File: src/rtl/debounce_tick_if.sv
`default_nettype none
// +----------------------------------------------------------------------------+
// | Module   : debounce_tick_if                                                |
// | Brief    : Button / debounced-level / tick bundle for debounce_tick.       |
// | Revision : 1.0 - initial release                                           |
// +----------------------------------------------------------------------------+
interface debounce_tick_if;
  logic btn;
  logic tick;
  logic level;

  modport master (
    input  btn,
    output tick,
    output level
  );

  modport slave (
    output btn,
    input  tick,
    input  level
  );
endinterface
`default_nettype wire

File: src/rtl/debounce_tick.sv
`default_nettype none
// +----------------------------------------------------------------------------+
// | Module   : debounce_tick                                                   |
// | Brief    : Push-button debouncer emitting a one-cycle tick per press.      |
// |            Define DEBOUNCE_AUTOREPEAT_EN to add periodic auto-repeat ticks.|
// | Revision : 1.0 - initial release                                           |
// +----------------------------------------------------------------------------+
module debounce_tick #(
  parameter int DB_CYCLES     = 4,
  parameter int REPEAT_CYCLES = 16
) (
  input  wire logic       clk,
  input  wire logic       reset,
  debounce_tick_if.master bus
);

  typedef enum logic [1:0] {
    ST_LOW       = 2'd0,
    ST_WAIT_HIGH = 2'd1,
    ST_HIGH      = 2'd2,
    ST_WAIT_LOW  = 2'd3
  } state_t;

  localparam logic [15:0] c_db_last = 16'(DB_CYCLES - 1);

  logic        r_sync1;
  logic        r_sync2;
  state_t      r_state;
  state_t      w_state_next;
  logic [15:0] r_cnt;
  logic [15:0] w_cnt_next;
  logic        r_tick;
  logic        w_tick_next;
  logic        r_level;
  logic        w_level_next;

`ifdef DEBOUNCE_AUTOREPEAT_EN
  localparam logic [15:0] c_rpt_last = 16'(REPEAT_CYCLES - 1);
  logic [15:0] r_rpt;
  logic [15:0] w_rpt_next;
`endif

  always_ff @(posedge clk) begin
    if (reset) begin
      r_sync1 <= 1'b0;
      r_sync2 <= 1'b0;
    end else begin
      r_sync1 <= bus.btn;
      r_sync2 <= r_sync1;
    end
  end

  always_ff @(posedge clk) begin
    if (reset) begin
      r_state <= ST_LOW;
      r_cnt   <= 16'd0;
      r_tick  <= 1'b0;
      r_level <= 1'b0;
    end else begin
      r_state <= w_state_next;
      r_cnt   <= w_cnt_next;
      r_tick  <= w_tick_next;
      r_level <= w_level_next;
    end
  end

`ifdef DEBOUNCE_AUTOREPEAT_EN
  always_ff @(posedge clk) begin
    if (reset) begin
      r_rpt <= 16'd0;
    end else begin
      r_rpt <= w_rpt_next;
    end
  end
`endif

  // cnt only advances below c_db_last, so it can never wrap.
  always_comb begin
    w_state_next = r_state;
    w_cnt_next   = r_cnt;
    w_tick_next  = 1'b0;
    case (r_state)
      ST_LOW: begin
        if (r_sync2) begin
          w_state_next = ST_WAIT_HIGH;
          w_cnt_next   = 16'd0;
        end
      end
      ST_WAIT_HIGH: begin
        if (!r_sync2) begin
          w_state_next = ST_LOW;
          w_cnt_next   = 16'd0;
        end else if (r_cnt == c_db_last) begin
          w_state_next = ST_HIGH;
          w_cnt_next   = 16'd0;
          w_tick_next  = 1'b1;
        end else begin
          w_cnt_next   = r_cnt + 16'd1;
        end
      end
      ST_HIGH: begin
        if (!r_sync2) begin
          w_state_next = ST_WAIT_LOW;
          w_cnt_next   = 16'd0;
        end
      end
      ST_WAIT_LOW: begin
        if (r_sync2) begin
          w_state_next = ST_HIGH;
          w_cnt_next   = 16'd0;
        end else if (r_cnt == c_db_last) begin
          w_state_next = ST_LOW;
          w_cnt_next   = 16'd0;
        end else begin
          w_cnt_next   = r_cnt + 16'd1;
        end
      end
      default: begin
        w_state_next = ST_LOW;
        w_cnt_next   = 16'd0;
      end
    endcase

`ifdef DEBOUNCE_AUTOREPEAT_EN
    // Repeat timer runs only while staying in HIGH; entry and exit both clear it.
    w_rpt_next = 16'd0;
    if (r_state == ST_HIGH && w_state_next == ST_HIGH) begin
      if (r_rpt == c_rpt_last) begin
        w_tick_next = 1'b1;
      end else begin
        w_rpt_next  = r_rpt + 16'd1;
      end
    end
`endif

    w_level_next = (w_state_next == ST_HIGH) || (w_state_next == ST_WAIT_LOW);
  end

  assign bus.tick  = r_tick;
  assign bus.level = r_level;

endmodule
`default_nettype wire

File: src/flat_wrapper.sv
// flat-port wrapper written by rule: the top's interface ports become plain ports
module debounce_tick_flat 
#(
  parameter int DB_CYCLES     = 4,
  parameter int REPEAT_CYCLES = 16
)
  (clk, reset, bus_btn, bus_tick, bus_level);
  debounce_tick_if bus_i ();
  input  wire logic clk;
  input  wire logic reset;
  input wire logic [$bits(bus_i.btn)-1:0] bus_btn;
  output wire logic [$bits(bus_i.tick)-1:0] bus_tick;
  output wire logic [$bits(bus_i.level)-1:0] bus_level;
  assign bus_i.btn = bus_btn;
  assign bus_tick = bus_i.tick;
  assign bus_level = bus_i.level;
  debounce_tick #(.DB_CYCLES(DB_CYCLES), .REPEAT_CYCLES(REPEAT_CYCLES)) u_core (.clk(clk), .reset(reset), .bus(bus_i));
endmodule
File: config.mk
export PLATFORM = sky130hd
export DESIGN_NAME = debounce_tick_flat
export DESIGN_NICKNAME = d
export VERILOG_FILES = /design/src/rtl/debounce_tick_if.sv /design/src/rtl/debounce_tick.sv /design/src/flat_wrapper.sv
export SDC_FILE = /design/constraint.sdc
export NUM_CORES = 1
export LEC_CHECK = 0
export CORE_UTILIZATION = 55
export CTS_CLUSTER_SIZE = 14
export DETAILED_ROUTE_END_ITERATION = 10
export PLACE_DENSITY_LB_ADDON = 0.12
export RECOVER_POWER = 25
export SETUP_SLACK_MARGIN = 0.02
export SLEW_MARGIN = 30
export SYNTH_ARGS = -nofsm -noshare
export SYNTH_HDL_FRONTEND = slang
export SYNTH_SLANG_ARGS = --single-unit
File: constraint.sdc
create_clock -name clk -period 2.4 [get_ports clk]
set_input_delay 0.48 -clock clk [delete_from_list [all_inputs] [get_ports clk]]
set_output_delay 0.48 -clock clk [all_outputs]
set_load 0.005 [all_outputs]
==> out/qor.yml, run 1 <==
status:
  status: "finished clean"
floorplan:
  die_h_um: 46.3
  die_area_um2: 2140
  dieWidth_um: 46.3
  io_pins: 5
  core-area_um2: 1780
  initial_utilization_pct: 60.5
  num_rows: 15
clock_tree:
  cts_buffers: 3
  htreeDepth: 1
  cts-resized-gates: 0
  cts_buffer_depth: 2
  postCtsSetupBuffers: 0
  cts.sink_count: 22
  holdBufCountCts: 0
  cts.clk_slew.worst_paths_ps: 120
  clkLatencyLatePin_ps: 310
  cts_tree: "built"
  root_buffer: "clkbuf_4"
power_and_ir_drop:
  p_seq_share_pct: 54.4
  p_clk_share_pct: 41.9
  power.internal_mw: 0.547
  p_leak_nw: 0.390
  power.density_nw_per_um2: 564
  p_sw_share_pct: 19.4
  power.share.combinational_pct: 3.6
  ir_drop_mv: 0.467
  total_power_mw: 0.679
  power.switching_mw: 0.132
logic_synthesis:
  syn_nets: 135
  yosys_most_used_dff: "dfxtp_1"
  ys_seq_area_share_pct: 40.8
  synth_edf_count: 0
  synth_area_per_cell_um2: 8.23
  yosysUniqueCellTypes: 31
  yosys_register_bits: 22
  netlist_instances: 131
  synthesis.area_um2: 1080
  async_flop_share_pct: 0
  yosys_warnings: 0
run:
  max_cap_viol_count: 0
sta:
  worst_slack_ps: 435
  setup_viol: 0
  slew_headroom_pct: 73.3
  period_minus_slack_ps: 1970
  fin_tns_setup_ps: 0
  finalCritPeriodShare_pct: 81.9
  hold_viol: 0
  fmax_mhz: 509
  slew_violations: 0
  worst_pin_slew_ps: 400
  finalClockSkew_ps: 2.56
  rsz0062_at_grt: "no"
  holdWs_ps: 458
place:
  portBuffers: 4
  place_hpwl_mm: 1.71
  dpl_worst_slack_ps: 498
  place_inst: 158
  gp_congestion: 0.801
  placed_area_um2: 1160
cells_and_area:
  final_common_cell: "dfxtp_1"
  drive_above_1_share_pct: 6.57
  layout_common_cells: "dfxtp_1 (22), a31oi_1 (14), nand3_1 (12)"
  area_growth_pct: 11.6
  post-route-cell-area_um2: 1200
  antennaDiodeCount: 0
  nets: 142
  fill_cells: 156
  finish.utilization_pct: 67.5
  fin_cells: 162
global_route:
  antenna_found_initial: 0
  use_met3_pct: 4.71
  grt_pass1_wl_mm: 3.84
  grt_use_met2_pct: 42.5
  top_usage_layer: "met2"
  grt_remaining_overflow: 0
  grt_max_degree: 22
  use_met1_pct: 32.5
  track_usage_pct: 25.4
  grt_pass1_vias: 880
detailed_routing:
  drt_first_pass_iters: 4
  drt_iter0_markers: 62
  wl_per_cell_um: 14.6
  drcViolationCount: 0
  via_per_inst: 6.30
  antenna_violating_nets_post_route: 0
  vias: 1021
  wirelength_mm: 2.36
setup_path:
  required_ps: 2610
  path_cells: "ha_1 -> nor4b_1 -> nand4_1 -> clkbuf_2 -> nand2_1 -> o21ai_0"
  crit_arrival_ps: 2170
  r2r_end: "u_core.r_cnt[3]$_SDFFE_PP0P_"
  end_kind: "register"
  r2r-start: "u_core.r_cnt[0]$_SDFFE_PP0P_"
  crit_type: "register to register"
  rrSetupSlack_ps: 430
  worstRegToRegCells: 6
  path_max_fanout: 21
  crit_path_top_delay_cell: "dfxtp_1"
  slowest_delay_ps: 420
  start_kind: "register"
min_path:
  whs_path_depth: 1
  min_to: "u_core.r_sync2$_SDFF_PP0_"
  min_from: "u_core.r_sync1$_SDFF_PP0_"
  worst_hold_path_type: "register to register"
## area by class of cell
cell class,count,area (um2),area share (%)
Tap cell,25,31.3,2.60
Multi-Input combinational cell,98,593,49.3
Clock inverter,1,30.0,2.49
Timing Repair Buffer,9,71.3,5.93
Clock buffer,3,22.5,1.87
Sequential cell,22,440,36.6
Inverter,4,15.0,1.25
## routing by layer
metal / share of wire [%] / wire length (um) / vias up
met5: 0 / 0 / -
met4: 1.5 / 36 / 0
met3: 4.6 / 108 / 4
met2: 46 / 1100 / 25
met1: 47 / 1120 / 480
li1: - / - / 512
## how the worst max path moves through the flow
stage	startpoint	to	slack, ps	cells past startpoint
after CTS	u_core.r_cnt[0]$_SDFFE_PP0P_	u_core.r_cnt[14]$_SDFFE_PP0P_	580	5
after floorplan	u_core.r_cnt[0]$_SDFFE_PP0P_	u_core.bus.level$_SDFF_PP0_	760	6
final	u_core.r_cnt[0]$_SDFFE_PP0P_	u_core.r_cnt[3]$_SDFFE_PP0P_	430	6
after global routing	u_core.r_cnt[0]$_SDFFE_PP0P_	u_core.r_cnt[3]$_SDFFE_PP0P_	210	6
after detailed placement	reset	u_core.r_cnt[12]$_SDFFE_PP0P_	500	4
after global placement	reset	u_core.r_cnt[7]$_SDFFE_PP0P_	560	4
## cell families (layout without fill, tap and decap cells)
logic type                 count (synthesis)  after routing  share of synthesized area (%)
AOI/OAI and AO/OA                         29             29                           16.2
xor gates and xnor gates                   6              6                           4.87
adders and majority gates                  1              1                           1.16
buffers and inverters                     11             17                           4.18
DFF                                       22             22                           40.8
and+or+nand+nor                           62             62                           32.7
## flip-flops by register name, indices dropped and copies added (netlist names)
name,flops
u_core.r_cnt,16
u_core.r_state,2
u_core.bus.level,1
u_core.bus.tick,1
u_core.r_sync1,1
u_core.r_sync2,1
## cell usage after synthesis, types with 2 or more instances
master / number / area [um2]
o21ai_0: 6 / 30.0
o22ai_1: 2 / 12.5
a31oi_1: 14 / 87.6
or4_1: 3 / 22.5
a21oi_1: 4 / 20.0
nor4_1: 4 / 25.0
nand4_1: 8 / 50.1
dfxtp_1: 22 / 440
nand3_1: 12 / 60.1
clkbuf_1: 4 / 15.0
nand2_1: 11 / 41.3
nor3_1: 4 / 20.0
and4_1: 2 / 17.5
nor2_1: 6 / 22.5
xnor2_1: 2 / 17.5
and3_1: 3 / 18.8
inv_1: 4 / 15.0
nor2b_1: 2 / 12.5
buf_2: 2 / 10.0
xor2_1: 4 / 35.0
or3_1: 2 / 12.5
## power groups by stage
stage                     registers, mW  clock network [mW]  logic (mW)
after floorplan                   0.377                   0      0.0145
after global placement            0.378                   0      0.0252
after detailed placement          0.378                   0      0.0258
after CTS                         0.370               0.290      0.0259
after global routing              0.370               0.305      0.0271
final                             0.370               0.285      0.0248
## critical path: cells and delay by family, from the launching register on
family,cells,cell delay [ps]
and+or+nand+nor,3,740
adders and majority gates,1,250
DFF,1,420
buffers and inverters,1,310
AOI/OAI and AO/OA,1,130
No activity file was read; power rests on OpenSTA's default activity.
==> inputs of run 2 (changes only) <==
Clock period 2.4 ns to 1.9 ns, I/O delays scaled along.
==> run 2 against run 1 <==
Compared with the run above:
- clock skew grew 3.1 ps
- combinational power increased by 32%
- largest cell class unchanged
- die area did not move
- non-clock buffer count up 6
- first-iteration DRC count rose by 31%
==> out/qor.yml, run 2 (synthesized netlist as in run 1, its figures left out) <==
min_path:
  worst_hold_path_type: "register to register"
global_route:
  grt_remaining_overflow: 0
  track_usage_pct: 26.0
  antenna_found_initial: 0
  grt_pass1_vias: 901
  grt_pass1_wl_mm: 3.85
  grt_max_degree: 14
sta:
  fmax_mhz: 578
  period_minus_slack_ps: 1730
  worst_pin_slew_ps: 392
  finalClockSkew_ps: 5.69
  setup_viol: 0
  rsz0062_at_grt: "no"
  finalCritPeriodShare_pct: 91.0
  slew_headroom_pct: 73.6
  slew_violations: 0
  hold_viol: 0
  worst_slack_ps: 171
  fin_tns_setup_ps: 0
detailed_routing:
  antenna_violating_nets_post_route: 0
  via_per_inst: 6.29
  drcViolationCount: 0
  wl_per_cell_um: 14.9
  vias: 1057
  wl_met1_mm: 1.11
  met3_length_um: 161
  top_layer: "met4"
  wirelength_mm: 2.51
  drt_first_pass_iters: 4
  drt_iter0_markers: 81
  wl_met2_mm: 1.19
clock_tree:
  cts.sink_count: 22
  cts.clk_slew.worst_paths_ps: 130
  clkLatencyLatePin_ps: 320
  holdBufCountCts: 0
  root_buffer: "clkbuf_4"
  cts_buffers: 3
  cts_buffer_depth: 2
  cts_tree: "built"
  htreeDepth: 1
setup_path:
  crit_type: "register to register"
  path_max_fanout: 5
  end_kind: "register"
  required_ps: 2110
  rrSetupSlack_ps: 170
  crit_arrival_ps: 1940
  start_kind: "register"
cells_and_area:
  top_register: "u_core.r_cnt"
  nets: 148
  largest_reg_flops: 16
  drive_above_1_share_pct: 11.2
  area_growth_pct: 16.4
  final_common_cell: "dfxtp_1"
  fin_cells: 168
  finish.utilization_pct: 70.4
  largestRegisters: "u_core.r_cnt: 16 flops, u_core.r_state: 2 flops"
  layout_common_cells: "dfxtp_1 (22), a31oi_1 (14), nand3_1 (12)"
  antennaDiodeCount: 0
floorplan:
  die_area_um2: 2140
  dieWidth_um: 46.3
  num_rows: 15
  core-area_um2: 1780
  die_h_um: 46.3
  initial_utilization_pct: 60.5
  io_pins: 5
power_and_ir_drop:
  p_leak_nw: 0.421
  power.density_nw_per_um2: 687
  total_power_mw: 0.863
  ir_drop_mv: 0.508
place:
  dpl_worst_slack_ps: 146
  place_inst: 164
  place_hpwl_mm: 1.80
  portBuffers: 4
  gp_congestion: 0.890
run:
  max_cap_viol_count: 0
status:
  status: "finished clean"
==> run 2: area by class of cell <==
| type | instances | area [um2] |
|---|---|---|
| clock buffer | 3 | 22.5 |
| clock inverter | 1 | 30.0 |
| fill | 144 | 528 |
| inverter | 4 | 15.0 |
| multi-input combinational | 98 | 599 |
| sequential | 22 | 440 |
| tap | 25 | 31.3 |
| timing repair buffer | 15 | 116 |
==> run 2: repair_timing <==
item	4_1_cts	5_1_grt
resized for setup	0	1
endpoints found under the setup margin	0	2
buffers inserted	0	0
endpoints found under the hold margin	0	0
==> run 2: routing by layer <==
metal | track usage (%) | vias to the layer above
met1 | 32.4 | 488
met5 | 0 | -
met4 | 15.3 | 0
li1 | - | 526
met2 | 41.4 | 38
met3 | 5.10 | 5
==> run 2: worst max-delay path, cell delays in order, from the launching register on <==
cell and delay (ps):
dfxtp_1 360, ha_1 230, nand3_1 150, or4_1 580
o2111ai_1 210, nand3_1 90
==> run 2: power by group <==
group	leakage (nW)	switching [mW]	internal, mW	total (mW)
logic	0.216	0.0189	0.0139	0.0328
registers	0.178	0.00285	0.464	0.467
clock network	0.0279	0.149	0.214	0.363
total	0.421	0.171	0.692	0.863
==> run 2: worst paths after layout <==
| path | startpoint | endpoint | cells after the start |
|---|---|---|---|
| max | u_core.r_cnt[0]$_SDFFE_PP0P_ | u_core.r_cnt[14]$_SDFFE_PP0P_ | 5 |
| min | u_core.r_sync1$_SDFF_PP0_ | u_core.r_sync2$_SDFF_PP0_ | 1 |
| max reg2reg | u_core.r_cnt[0]$_SDFFE_PP0P_ | u_core.r_cnt[14]$_SDFFE_PP0P_ | 5 |
| min reg2reg | u_core.r_sync1$_SDFF_PP0_ | u_core.r_sync2$_SDFF_PP0_ | 1 |
==> run 2: metrics by stage <==
stage / hold WS [ps] / instance area [um2]
floorplan: 414 / 1080
global placement: 429 / 1200
detailed placement: 451 / 1200
CTS: 472 / 1250
global route: 504 / 1250
finish: 469 / 1250
==> inputs of run 3 (changes only) <==
Settings changed: SETUP_SLACK_MARGIN 0.02 to 0.1, TNS_END_PERCENT set to 20.
==> results of run 3 <==
The final DEF is identical to that of run 2. Status: finished clean.
